**src/rtl/ef_spi_slave.sv**
```systemverilog
// ef_spi_slave: SPI slave with one-word rx holding register and one-word tx buffer.
// All SPI pins are synchronized into clk_i; sclk must run at or below clk_i/4.
// Default build: SPI mode 0 only. Define EF_SPI_SLAVE_MODE_SEL_EN to add cpol/cpha
// inputs and support SPI modes 0-3.
//
// Ports
//   clk_i, rst_i          system clock, synchronous active-high reset
//   sclk, csb, mosi       SPI inputs (asynchronous to clk_i)
//   miso, miso_oe         SPI serial out and its drive enable
//   rx_data, rx_valid     last received word and its valid flag
//   rx_rd                 pop pulse, clears rx_valid
//   rx_ovr                sticky: a word arrived while rx_valid was still set
//   ovr_clr               clears rx_ovr and tx_udr
//   tx_data, tx_wr        word for the next transfer and its write pulse
//   tx_full               tx buffer holds a word
//   tx_udr                sticky: a word was shifted out with the buffer empty
//   busy                  chip select active
//   cpol, cpha            SPI mode select (EF_SPI_SLAVE_MODE_SEL_EN only)
module ef_spi_slave #(
    parameter int unsigned DW = 8
) (
    input  logic          clk_i,
    input  logic          rst_i,
    input  logic          sclk,
    input  logic          csb,
    input  logic          mosi,
    output logic          miso,
    output logic          miso_oe,
    output logic [DW-1:0] rx_data,
    output logic          rx_valid,
    input  logic          rx_rd,
    output logic          rx_ovr,
    input  logic          ovr_clr,
    input  logic [DW-1:0] tx_data,
    input  logic          tx_wr,
    output logic          tx_full,
    output logic          tx_udr,
    output logic          busy
`ifdef EF_SPI_SLAVE_MODE_SEL_EN
    ,
    input  logic          cpol,
    input  logic          cpha
`endif
);

    localparam int unsigned CW = $clog2(DW);

    typedef enum logic {
        ST_IDLE,
        ST_ACTIVE
    } state_t;

    state_t          state_q, state_nxt;
    logic [1:0]      sclk_sync, csb_sync, mosi_sync;
    logic            sclk_prev, csb_prev;
    logic [1:0]      sync_fill;
    logic            csb_armed;
    logic [CW-1:0]   bit_cnt;
    logic [DW-1:0]   rx_sr, tx_sr, tx_buf;
    logic            reload_pend;

    logic            mode_cpol, mode_cpha;
    logic            sclk_rise, sclk_fall, lead_e, trail_e, sample_e, shift_e;
    logic            csb_fall, csb_rise;
    logic            start, in_word, do_sample, do_shift, do_load, word_done;
    logic [DW-1:0]   load_word, rx_word;

`ifdef EF_SPI_SLAVE_MODE_SEL_EN
    assign mode_cpol = cpol;
    assign mode_cpha = cpha;
`else
    assign mode_cpol = 1'b0;
    assign mode_cpha = 1'b0;
`endif

    // Input synchronizers and edge-detect history. csb_armed blocks a false
    // falling edge when csb is already low as reset releases.
    always_ff @(posedge clk_i) begin
        if (rst_i) begin
            sclk_sync <= 2'b00;
            csb_sync  <= 2'b11;
            mosi_sync <= 2'b00;
            sclk_prev <= 1'b0;
            csb_prev  <= 1'b1;
            sync_fill <= 2'b00;
            csb_armed <= 1'b0;
        end else begin
            sclk_sync <= {sclk_sync[0], sclk};
            csb_sync  <= {csb_sync[0], csb};
            mosi_sync <= {mosi_sync[0], mosi};
            sclk_prev <= sclk_sync[1];
            csb_prev  <= csb_sync[1];
            sync_fill <= {sync_fill[0], 1'b1};
            csb_armed <= csb_armed | (sync_fill[1] & csb_sync[1]);
        end
    end

    // Edge strobes: leading edge leaves the idle level, cpha picks which one samples.
    always_comb begin
        sclk_rise = sclk_sync[1] & ~sclk_prev;
        sclk_fall = ~sclk_sync[1] & sclk_prev;
        lead_e    = mode_cpol ? sclk_fall : sclk_rise;
        trail_e   = mode_cpol ? sclk_rise : sclk_fall;
        sample_e  = mode_cpha ? trail_e : lead_e;
        shift_e   = mode_cpha ? lead_e : trail_e;
        csb_fall  = csb_armed & csb_prev & ~csb_sync[1];
        csb_rise  = ~csb_prev & csb_sync[1];
    end

    // State register
    always_ff @(posedge clk_i) begin
        if (rst_i) state_q <= ST_IDLE;
        else       state_q <= state_nxt;
    end

    // Next state and datapath strobes
    always_comb begin
        state_nxt = state_q;
        case (state_q)
            ST_IDLE:   if (csb_fall) state_nxt = ST_ACTIVE;
            ST_ACTIVE: if (csb_rise) state_nxt = ST_IDLE;
            default:   state_nxt = ST_IDLE;
        endcase
        start     = (state_q == ST_IDLE) && (state_nxt == ST_ACTIVE);
        in_word   = (state_q == ST_ACTIVE) && (state_nxt == ST_ACTIVE);
        do_sample = in_word & sample_e;
        do_shift  = in_word & shift_e;
        do_load   = start | (do_shift & reload_pend);
        load_word = tx_full ? tx_buf : '0;
        word_done = do_sample && (bit_cnt == CW'(DW - 1));
        rx_word   = {rx_sr[DW-2:0], mosi_sync[1]};
    end

    // Shift registers, buffers and status flags
    always_ff @(posedge clk_i) begin
        if (rst_i) begin
            miso        <= 1'b0;
            miso_oe     <= 1'b0;
            busy        <= 1'b0;
            rx_data     <= '0;
            rx_valid    <= 1'b0;
            rx_ovr      <= 1'b0;
            tx_full     <= 1'b0;
            tx_udr      <= 1'b0;
            tx_buf      <= '0;
            tx_sr       <= '0;
            rx_sr       <= '0;
            bit_cnt     <= '0;
            reload_pend <= 1'b0;
        end else begin
            miso_oe <= (state_nxt == ST_ACTIVE);
            busy    <= (state_nxt == ST_ACTIVE);

            // Receive side; a word boundary arms the tx reload for the next shift edge.
            if (!in_word) begin
                bit_cnt     <= '0;
                reload_pend <= 1'b0;
            end else if (do_sample) begin
                rx_sr   <= rx_word;
                bit_cnt <= word_done ? '0 : bit_cnt + CW'(1);
                if (word_done) reload_pend <= 1'b1;
            end else if (do_shift) begin
                reload_pend <= 1'b0;
            end

            // Transmit side; with cpha=1 the MSB first appears on the leading edge.
            if (state_nxt == ST_IDLE) begin
                tx_sr <= '0;
                miso  <= 1'b0;
            end else if (start) begin
                tx_sr <= mode_cpha ? load_word : {load_word[DW-2:0], 1'b0};
                miso  <= mode_cpha ? 1'b0 : load_word[DW-1];
            end else if (do_shift) begin
                if (reload_pend) begin
                    tx_sr <= {load_word[DW-2:0], 1'b0};
                    miso  <= load_word[DW-1];
                end else begin
                    tx_sr <= {tx_sr[DW-2:0], 1'b0};
                    miso  <= tx_sr[DW-1];
                end
            end

            // tx buffer: a load consumes it; writes are accepted only when empty and not loading.
            if (ovr_clr) tx_udr <= 1'b0;
            if (do_load) begin
                if (tx_full) tx_full <= 1'b0;
                else         tx_udr  <= 1'b1;
            end else if (tx_wr && !tx_full) begin
                tx_buf  <= tx_data;
                tx_full <= 1'b1;
            end

            // rx holding register; a simultaneous pop and new word keeps rx_valid without overrun.
            if (ovr_clr) rx_ovr   <= 1'b0;
            if (rx_rd)   rx_valid <= 1'b0;
            if (word_done) begin
                rx_data  <= rx_word;
                rx_valid <= 1'b1;
                if (rx_valid && !rx_rd) rx_ovr <= 1'b1;
            end
        end
    end

endmodule

```
**config.mk**
```make
export PLATFORM = sky130hd
export DESIGN_NAME = ef_spi_slave
export DESIGN_NICKNAME = d
export VERILOG_FILES = /design/src/rtl/ef_spi_slave.sv
export SDC_FILE = /design/constraint.sdc
export NUM_CORES = 1
export LEC_CHECK = 0
export BUFFER_PORTS_ARGS = -buffer_cell sky130_fd_sc_hd__buf_4
export CAP_MARGIN = 20
export CORE_MARGIN = 10
export CORE_UTILIZATION = 25
export DETAILED_ROUTE_END_ITERATION = 7
export MAX_ROUTING_LAYER = met4
export PLACE_DENSITY = 0.46
export SYNTH_ARGS = -nofsm -noshare
export SYNTH_HDL_FRONTEND = slang
export SYNTH_SLANG_ARGS = --single-unit
```
**constraint.sdc**
```tcl
create_clock -name clk_i -period 1.4 [get_ports clk_i]
set_input_delay 0.28 -clock clk_i [delete_from_list [all_inputs] [get_ports clk_i]]
set_output_delay 0.28 -clock clk_i [all_outputs]
set_load 0.01 [all_outputs]
```
==> run summary <==
# port buffers: 30
Sequential cell area: 0.00103 mm^2
Clock power share: 32.3%
Area Overhead vs Synth: 32.4%
IO Pins: 31
FP Rows: 31
Overall power: 2460 uW
Count leader, synth: dfxtp_1
TritonCTS buffer count: 5
Hold Buf Count CTS: 0
PnR worst setup slack: -0.00619 ns
Sequential area share after synthesis: 52.9%
Sw Share: 22.0%
Sink Count: 51
Post-synth top cells: 51 x dfxtp_1, 24 x mux2i_1, 24 x nor2_1, 21 x nand2_1, 8 x nor3_1
Area of the core: 0.00737 mm^2
Syn Std Cell Area: 0.00193 mm^2
Die Y: 108 um
Worst path required time: 1.58 ns
Synth area leaders: dfxtp_1 53%, mux2i_1 12%, nor2_1 4.7%
Critical path capture point type: flip-flop
Share of post-route cells with drive strength above 1: 32.9%
P_sw: 540 uW
Max-Cap Viols: 0
Clock skew: 0.00665 ns
Post-Route WL: 4190 um
Final cell count without fillers: 336
Number of synthesized flops with an enable pin: 0
Initial antenna violation count: 0
Die width: 108 um
Fmax achieved: 0.711 GHz
Period utilization: 100%
Top_reg_cell synth: dfxtp_1
Vias: 1425
Gpl congestion: 0.644
Diodes inserted: 0
Routed vias/inst: 4.24
Comb pwr share: 6.7%
First-pass GRT wire length: 6670 um
CP max FO: 5
Fill count: 776
Vias in the first global route: 1359
GRT overflow: 0
Synth warn: 0
Status: complete, but fails checks
Multi-input gate area: 915 um^2
DRT iter0 DRCs: 59
Initial core utilization: 26.2%
Hold crit path type: input pin to flip-flop
Final nets: 254
Crit Path Class: flip-flop to flip-flop
Syn Nets: 209
Max-slew headroom: 78.2%
CTS tree: done
Clk slew on worst S/H paths: 0.08 ns
Total global routing track utilization: 7.29%
Largest net degree at the start of global routing: 19
Pleak: 0.00111 uW
Routed WL per cell: 12.5 um
Die outline area: 0.0116 mm^2
Yosys reg bits: 51
Asr flop ratio synth: 0%
CTS H-Tree Depth: 2
Post-synth top area share: 52.9%
Crit start category: flip-flop
Root Driver: clkbuf_8
Peak supply drop: 0.390 mV
CTS Buffer Depth: 2
Hold Vio Cnt, Final: 0
Final core utilization: 34.7%
Unique masters post-synth: 39
Fin crit period: 1.41 ns
Placement Cell Area: 0.00236 mm^2
Hpwl dp: 2890 um
Internal cell power: 1920 uW
Worst-margin pin slew: 0.328 ns
Antenna Nets Post-Route: 0
Yosys top cell by area: dfxtp_1
Max Slew Vio Count: 0
Violated checks: negative setup slack
Synthesized instance count: 191
Cell Pwr Density: 962 mW/mm^2
Fin area: 0.00256 mm^2
RSZ-0062 raised after global routing: true
Worst Path Arrival: 1.58 ns
Setup TNS: -0.00619 ns
DR pass1 iterations: 4
Worst-skew pair later-pin latency: 0.30 ns
Register share of total power: 61.0%
DRC errors left: 0
Inst Count DP: 325
Final setup fails: 1
Synthesized area per cell: 10.1 um^2
timing repair:
action,4_1_cts,5_1_grt
pin swaps,1,7
resized for setup,2,19
cloned,0,1
setup buffers,0,2
setup endpoints to repair,2,20
sequential cells by signal, indices dropped and copies added, names as in the netlist:
signal,flops
rx_data,8
tx_buf,8
rx_sr,7
tx_sr,7
bit_cnt,3
csb_sync,2
mosi_sync,2
sclk_sync,2
sync_fill,2
busy,1
csb_armed,1
csb_prev,1
miso,1
reload_pend,1
rx_ovr,1
rx_valid,1
sclk_prev,1
tx_full,1
tx_udr,1
per-layer routing:
layer / share of wire [%] / GRT usage, %
met5: 0 / -
met4: 2.2 / 3.44
met3: 5.9 / 2.63
met2: 41 / 9.37
met1: 51 / 9.73
layout by cell type (no fill, tap or decap), types with 2 or more instances in the layout:
| cell type | instances |
|---|---|
| nand3_1 | 3 |
| buf_4 | 44 |
| nor3_1 | 8 |
| a31oi_4 | 2 |
| nand2_1 | 21 |
| mux2i_1 | 24 |
| dfxtp_2 | 4 |
| clkbuf_8 | 5 |
| a221oi_2 | 2 |
| nor2b_1 | 6 |
| dfxtp_4 | 2 |
| nor2_1 | 24 |
| a221oi_1 | 5 |
| inv_1 | 3 |
| or2_2 | 3 |
| ha_4 | 2 |
| clkbuf_1 | 2 |
| buf_6 | 3 |
| dfxtp_1 | 45 |
| a21oi_1 | 4 |
power by group through the flow:
| stage | clock [uW] | sequential (uW) | combinational [uW] |
|---|---|---|---|
| 6_report | 795 | 1500 | 164 |
| 5_1_grt | 921 | 1510 | 182 |
| 4_1_cts | 844 | 1500 | 160 |
| 3_5_place_dp | 0 | 1540 | 159 |
| 3_3_place_gp | 0 | 1540 | 158 |
| 2_1_floorplan | 0 | 1530 | 85.8 |
kinds of logic after synthesis:
group	Yosys count	share of synthesized area, %
AND/OR/NAND/NOR	77	19.8
flip-flops	51	52.9
multiplexers	24	12.4
AO/OA/AOI/OAI	20	9.27
buffers and inverters	16	3.89
adder cells (fa/ha/maj)	2	1.30
XOR/XNOR	1	0.454
worst paths after layout:
| kind | start | to | slack [ns] | cells after the start |
|---|---|---|---|---|
| worst max register to register | csb_sync[1] | tx_sr[6] | -0.006 | 5 |
| worst min register to register | csb_sync[0] | csb_sync[1] | 0.42 | 1 |
| worst max-delay path | csb_sync[1] | tx_sr[6] | -0.006 | 5 |
| worst min-delay path | csb | csb_sync[0] | 0.16 | 2 |
stage by stage:
stage	hold WS [ns]	setup WS, ns
2_1_floorplan	0.384	-0.00414
3_3_place_gp	0.404	0.0241
3_5_place_dp	0.403	-0.00981
4_1_cts	0.154	0.0159
5_1_grt	0.144	-0.0517
6_report	0.162	-0.00619
critical path, stage by stage (launching register included):
cell and delay (ns):
dfxtp_4 0.36, and4bb_4 0.39, buf_4 0.15, a31oi_4 0.05
a221oi_1 0.25, nor3_1 0.08
final cells by class:
cell class | count | area share, %
clock buffer | 7 | 2.99
clock inverter | 1 | 0.196
inverter | 5 | 0.734
multi-input combinational | 125 | 35.8
sequential | 51 | 40.4
tap | 99 | 4.85
timing repair buffer | 48 | 15.0
Note: power is estimated with default switching activity, not from simulation.
